===== config.mk =====
export PLATFORM = sky130hd
export DESIGN_NAME = bcd_seg_scan
export DESIGN_NICKNAME = d
export VERILOG_FILES = /design/src/rtl/bcd_seg_pkg.sv /design/src/rtl/bcd_seg_decode.sv /design/src/rtl/bcd_seg_scan.sv
export SDC_FILE = /design/constraint.sdc
export NUM_CORES = 1
export LEC_CHECK = 0
export CAP_MARGIN = 0
export CORE_MARGIN = 2
export CORE_UTILIZATION = 54
export DETAILED_ROUTE_END_ITERATION = 8
export PLACE_DENSITY = 0.84
export SLEW_MARGIN = 20
export SYNTH_ARGS = -nofsm -noshare
export SYNTH_HDL_FRONTEND = slang
export SYNTH_HIERARCHICAL = 1
export SYNTH_SLANG_ARGS = --single-unit

===== constraint.sdc =====
create_clock -name clk -period 3 [get_ports clk]
set_input_delay 0.6 -clock clk [delete_from_list [all_inputs] [get_ports clk]]
set_output_delay 0.6 -clock clk [all_outputs]
set_load 0.03 [all_outputs]

===== src/rtl/bcd_seg_pkg.sv =====
// Shared constants for the BCD seven-segment scan driver.
// Segment order is {g,f,e,d,c,b,a}, active-high.
package bcd_seg_pkg;

   localparam int BCD_W = 4;

   typedef logic [6:0] seg_t;

   localparam seg_t SEG_0    = 7'b0111111;
   localparam seg_t SEG_1    = 7'b0000110;
   localparam seg_t SEG_2    = 7'b1011011;
   localparam seg_t SEG_3    = 7'b1001111;
   localparam seg_t SEG_4    = 7'b1100110;
   localparam seg_t SEG_5    = 7'b1101101;
   localparam seg_t SEG_6    = 7'b1111101;
   localparam seg_t SEG_7    = 7'b0000111;
   localparam seg_t SEG_8    = 7'b1111111;
   localparam seg_t SEG_9    = 7'b1101111;
   localparam seg_t SEG_DASH = 7'b1000000;
   localparam seg_t SEG_OFF  = 7'b0000000;

endpackage


===== src/rtl/bcd_seg_decode.sv =====
// Combinational BCD to seven-segment decoder; codes 10-15 show a dash.
module bcd_seg_decode
   import bcd_seg_pkg::*;
(
   input  logic [BCD_W-1:0] bcd_i,
   output seg_t             seg_o
);

   // NOTE: the default arm covers every code not listed, so seg_o is
   // assigned on all paths and no latch is inferred.
   always_comb begin
      case (bcd_i)
         4'd0:    seg_o = SEG_0;
         4'd1:    seg_o = SEG_1;
         4'd2:    seg_o = SEG_2;
         4'd3:    seg_o = SEG_3;
         4'd4:    seg_o = SEG_4;
         4'd5:    seg_o = SEG_5;
         4'd6:    seg_o = SEG_6;
         4'd7:    seg_o = SEG_7;
         4'd8:    seg_o = SEG_8;
         4'd9:    seg_o = SEG_9;
         default: seg_o = SEG_DASH;
      endcase
   end

endmodule


===== src/rtl/bcd_seg_scan.sv =====
// Time-multiplexed seven-segment driver: latches packed BCD digits, scans
// them with a programmable dwell, blanks leading zeros, pulses once per frame.
module bcd_seg_scan
   import bcd_seg_pkg::*;
#(
   parameter int NUM_DIGITS = 4,
   parameter int SCAN_DIV   = 4
) (
   input  logic                        clk,
   input  logic                        rst_asyn,
   input  logic [BCD_W*NUM_DIGITS-1:0] digits_i,
   input  logic                        load_i,
   input  logic                        blank_lz_i,
   output logic [6:0]                  seg_o,
   output logic [NUM_DIGITS-1:0]       an_o,
   output logic                        frame_o
);

   localparam int PW = (SCAN_DIV > 1) ? $clog2(SCAN_DIV) : 1;
   localparam int IW = (NUM_DIGITS > 1) ? $clog2(NUM_DIGITS) : 1;
   localparam logic [PW-1:0] PRESC_LAST = PW'(SCAN_DIV - 1);
   localparam logic [IW-1:0] IDX_LAST   = IW'(NUM_DIGITS - 1);

   logic [BCD_W*NUM_DIGITS-1:0] disp_q, disp_d;
   logic [PW-1:0]               presc_q, presc_d;
   logic [IW-1:0]               idx_q, idx_d;
   logic [NUM_DIGITS-1:0]       blank_mask, an_d;
   logic [BCD_W-1:0]            cur_digit;
   seg_t                        dec_seg, seg_d;
   logic                        slot_end, frame_d, upper_zero;

   always_comb begin
      disp_d   = load_i ? digits_i : disp_q;
      slot_end = (presc_q == PRESC_LAST);
      presc_d  = slot_end ? '0 : presc_q + 1'b1;
      idx_d    = idx_q;
      if (slot_end) begin
         idx_d = (idx_q == IDX_LAST) ? '0 : idx_q + 1'b1;
      end
   end

   // Walk from the most significant digit down; a digit blanks while every
   // digit above it (and itself) is zero. Digit 0 is never in the mask.
   always_comb begin
      upper_zero = 1'b1;
      blank_mask = '0;
      for (int k = NUM_DIGITS - 1; k > 0; k--) begin
         upper_zero    = upper_zero && (disp_q[k*BCD_W +: BCD_W] == '0);
         blank_mask[k] = blank_lz_i && upper_zero;
      end
   end

   assign cur_digit = disp_q[int'(idx_q)*BCD_W +: BCD_W];

   bcd_seg_decode u_decode (
      .bcd_i (cur_digit),
      .seg_o (dec_seg)
   );

   always_comb begin
      an_d        = '0;
      an_d[idx_q] = 1'b1;
      seg_d       = blank_mask[idx_q] ? SEG_OFF : dec_seg;
      frame_d     = slot_end && (idx_q == IDX_LAST);
   end

   // NOTE: all state uses non-blocking assignments so every register samples
   // the pre-edge values; the display register is reset along with the rest
   // because the first post-reset frame must show zeros.
   always_ff @(posedge clk) begin
      if (!rst_asyn) begin
         disp_q  <= '0;
         presc_q <= '0;
         idx_q   <= '0;
         seg_o   <= SEG_OFF;
         an_o    <= '0;
         frame_o <= 1'b0;
      end else begin
         disp_q  <= disp_d;
         presc_q <= presc_d;
         idx_q   <= idx_d;
         seg_o   <= seg_d;
         an_o    <= an_d;
         frame_o <= frame_d;
      end
   end

endmodule

---- After elaboration in Yosys (flattened, before gate mapping) ----
Memory sizes are Yosys's and may differ from the RTL's. A register that Yosys moved wholly into a read port is not among the register bits.
Cells that the tools add are included.
word-level totals
  register bits ........................... 25
  latch bits .............................. 0
  memory bits (writable) .................. 0
  memory bits (read-only) ................. 112
  input port bits ......................... 20
  logic and storage cells ................. 31
  memories ................................ 1
memories
  memory           depth  width  read ports  clocked after memory_dff  write ports  line                  source
  (no name shown)  16     7      1           1                         0            bcd_seg_decode.sv:12  case (bcd_i)
cells by class
  $add $sub $neg .......................... 2
  multiply operators ...................... 0
  div/mod/pow operators ................... 0
  magnitude comparators ................... 2
  eq/ne operators ......................... 2
  shift-type cells ........................ 1
  multiplexer cells ....................... 5
  bitwise logic cells ..................... 1
  reductions and logical operators ........ 12
operators with widths
  cell                                                                           number
  16-bit by 5-bit indexed part select with 4-bit output                          1
  4-bit zero test                                                                3
  1-bit logical AND                                                              7
  2-bit by 1-bit adder with 2-bit output (second input constant)                 2
  2-bit == test (second input constant)                                          2
  2-bit OR reduction                                                             2
  2-bit by 3-bit less-than comparator with 1-bit output (second input constant)  1
  1-bit binary-select mux with 2-bit select                                      1
  1-bit demux with 2-bit select                                                  1
  2-bit by 1-bit >= comparator with 1-bit output (second input constant)         1
  1-bit two-way mux                                                              2
  2-bit two-way mux                                                              1
  1-bit NOT                                                                      1

---- Longest topological paths before layout ----
  depth after elaboration ................. 7
  depth in mapped cells ................... 8
  gate-level depth less buffers ........... 7

---- Modules after synthesis ----
The synthesis kept the hierarchy.
modules (own cells, without submodules)
  module          instances  cells each  area an instance (um^2)  seq. area each (um^2)
  bcd_seg_scan    1          113         1,323.8                  640.6
  bcd_seg_decode  1          29          225.2                    0.0

---- Least setup slack after synthesis ----
No wires, ideal clock.
  path kind ............................... register to register
  start ................................... register idx_q[0]
  end ..................................... register seg_o[2]
  setup time .............................. 0.070 ns
  data arrival time ....................... 1.763 ns
  required time ........................... 2.930 ns
  setup slack ............................. 1.167 ns
  cell stages (with the launch flop) ...... 8
  buffers on the path ..................... 2
  clock period less this slack ............ 1.833 ns
  cells stage by stage .................... dfxtp_1 -> buf_6 -> mux4_1 -> buf_6 -> or2_1 -> a22oi_1 -> nand2_1 -> a21oi_1
RTL lines
  item                                                   line                source
  start: declaration                                     bcd_seg_scan.sv:26  logic [IW-1:0] idx_q, idx_d;
  start signal: assignment                               bcd_seg_scan.sv:81  idx_q <= idx_d;
  16-bit by 5-bit indexed part select with 4-bit output  bcd_seg_scan.sv:53  assign cur_digit = disp_q[int'(idx_q)*BCD_W +: BCD_W];
  net cur_digit[2]                                       bcd_seg_scan.sv:28  logic [BCD_W-1:0] cur_digit;
  end: declaration                                       bcd_seg_scan.sv:14  output logic [6:0] seg_o,
The timed path passes the listed nets, and every way through them passes these cells. The select of a mux whose other input is x is not followed.
A chain may end at the register's enable or synchronous reset.

---- Worst setup path after layout ----
  start ................................... register idx_q[0]
  end ..................................... register seg_o[3]
The elaborated chain is that of the path after synthesis.

==> results.toml <==
[worst_setup_path]
worst-path-buf-inv = 0
cp.arrival_ns = 2.44
crit_path_end_kind = "flop"
crit_chain = "mux4_2 > ha_1 > mux2_4 > o22ai_1 > nand2_1 > a21oi_1"
critical_path.max_stage_delay_ns = 0.64
cpMaxStageDelayCell = "dfxtp_1"
cp_top_family = "multiplexers"
cp_max_fo = 10
cp-start-kind = "flop"
path_class = "reg2reg"
cp.required_ns = 3.26

[placed_design]
port_buffers = 31
dpl_worst_slack_ns = 0.8131
place.detailed.hpwl_mm = 2.051
gp_congestion = 0.8532

[die]
coreArea_um2 = 2734
die_w_um = 57.56
dieArea_um2 = 3313
die_y_um = 57.56
rows = 19
start_util = 0.5666
ios = 32

[cells_and_area]
area_growth_pct = 25.12
nets = 204
diodes = 0
layout_common_cells = "dfxtp_1 (32), clkdlybuf4s50_1 (31), nor2b_1 (19)"
drive_gt1_frac = 0.1092
layout_commonest_cell = "dfxtp_1"
utilization = 0.7089

[power_and_ir_drop]
pwr-share-seq = 0.462
p_leak_nw = 0.8232
ir_drop_mv = 0.5731
p_per_area_nw_per_um2 = 529.5
switchingPower_uw = 248.9
pwr-share-comb = 0.187
power.internal_uw = 777.3
p_clk_frac = 0.352
p_sw_frac = 0.2426

[routing]
detail-route-antenna-nets = 0
drcViolationCount = 0
route.detailed.wl_per_inst_um = 13.25
drt_iter0_drc = 21
vias_per_cell = 5.312
wl_met3_um = 180
dr.max_layer_used = "met4"
dr.pass1.iters = 4
via_count = 1089
met1Wirelength_mm = 1.072
route.met2.wl_mm = 1.392
routed_wl_mm = 2.716

[clock_network]
clock_path_buffers = 2
clk_pin_slew_ns = 0.09
cts-root-buf = "clkbuf_4"
numCtsBuffers = 5
worstSkewPairLatency_ns = 0.33
cts_hold_buffers = 0
tritoncts = "done"
post_cts_resize_count = 0
clock-sinks = 32
cts.htree.levels = 2
post-cts-setup-buffers = 0

[worst_hold_path]
hold_path.class = "reg2reg"

[timing]
worst_hold_slack_ns = 0.4358
fmax_mhz = 458.8
drv_slew = 0
finClkSkew_ns = 0.004349
fin_crit_sh = 0.7266
grt_setup_unrepaired = "no"
hold_viol = 0
min_period_ns = 2.180
tightest_slew_ns = 0.8389
setup_ws_ns = 0.8203
fin_setup_tns_ns = 0
slew_headroom = 0.4390
setup_viol = 0

[logic_synthesis]
synth_area_um2 = 1549
synthCells = 142
syn_area_per_cell_um2 = 10.91
synth_nets = 173
ys_seq_area_frac = 0.4136
synth_seq_cells = 32
synth-async-reset-ratio = 0
synth_edf_count = 0
synthFlopType = "dfxtp_1"
synth_cell_types = 32
yosys_warnings = 6

[global_route]
antenna_found_initial = 0
grt_pass1_wl_mm = 4.802
first_global_vias = 1113
grt_max_degree = 33
grt-ovfl-total = 0
grtUsageTotal = 0.1933

[run_status]
status = "completed"

[run]
maxCapViolations = 0
==> routing by layer <==
| layer | up-vias | GRT usage |
|---|---|---|
| met5 | - | 0 |
| met2 | 38 | 0.3312 |
| met3 | 7 | 0.07256 |
| met1 | 501 | 0.2071 |
| li1 | 543 | - |
| met4 | 0 | 0.09635 |
==> sequential cells by signal (all words and copies together), names as in the netlist <==
| signal | cells |
|---|---|
| disp_q | 16 |
| an_o | 4 |
| presc_q | 2 |
| seg_o | 7 |
| idx_q | 2 |
| frame_o | 1 |
==> cell type report <==
cell class,count,area [um2]
well taps,31,38.79
repair buffers,32,317.8
clock buffers,7,65.06
clock inverters,1,30.03
multi-input cells,95,814.5
fillers,210,795.8
flip-flops and latches,32,640.6
inverters,7,31.28
==> worst reg2reg max path: cells and delay by family, from the launching register on <==
kind / cells / cell delay, ns
compound gates: 2 / 0.30
fa+ha+maj: 1 / 0.22
flops: 1 / 0.64
mux: 2 / 0.88
simple gates: 1 / 0.07
==> power by group through the flow <==
stage / clock [mW] / combinational [mW] / sequential [mW]
2_1_floorplan: 0 / 0.111 / 0.502
3_3_place_gp: 0 / 0.184 / 0.483
3_5_place_dp: 0 / 0.192 / 0.484
4_1_cts: 0.371 / 0.193 / 0.474
5_1_grt: 0.391 / 0.211 / 0.478
6_report: 0.361 / 0.191 / 0.474
==> cell families (layout without fill, tap and decap cells) <==
family	after synthesis	count (layout)	synth area share
AOI/OAI and AO/OA	18	18	0.08239
adders and majority gates	11	11	0.08885
buffers and inverters	15	47	0.06058
DFF	32	32	0.4136
muxes	23	23	0.1866
and+or+nand+nor	43	43	0.1680
==> stage by stage <==
| stage | area, um2 | total power, mW | instances |
|---|---|---|---|
| detailed placement | 1843 | 0.6762 | 197 |
| floorplan | 1549 | 0.6126 | 142 |
| finish | 1938 | 1.026 | 205 |
| global route | 1938 | 1.080 | 205 |
| CTS | 1938 | 1.038 | 205 |
| global placement | 1843 | 0.6670 | 197 |
==> worst paths after layout <==
check / from / cells after the start / slack, ns / to
max: idx_q[0] / 6 / 0.82 / seg_o[3]
min: presc_q[0] / 1 / 0.44 / presc_q[0]
max reg2reg: idx_q[0] / 6 / 0.82 / seg_o[3]
min reg2reg: presc_q[0] / 1 / 0.44 / presc_q[0]
==> synthesized netlist by cell type, types with 2 or more instances <==
cell type | instances | area [um2]
buf_2 | 2 | 10.01
buf_6 | 4 | 45.04
mux2i_1 | 18 | 180.2
o22ai_1 | 3 | 18.77
o21ai_0 | 2 | 10.01
dfxtp_1 | 32 | 640.6
nand2_1 | 9 | 33.78
a21oi_1 | 7 | 35.03
nor2b_1 | 19 | 118.9
inv_1 | 6 | 22.52
mux4_2 | 3 | 67.56
nor2_1 | 2 | 7.510
a21o_1 | 2 | 15.01
clkbuf_1 | 2 | 7.510
ha_1 | 11 | 137.6
and2_1 | 4 | 25.02
Note: power is estimated with default switching activity, not from simulation.
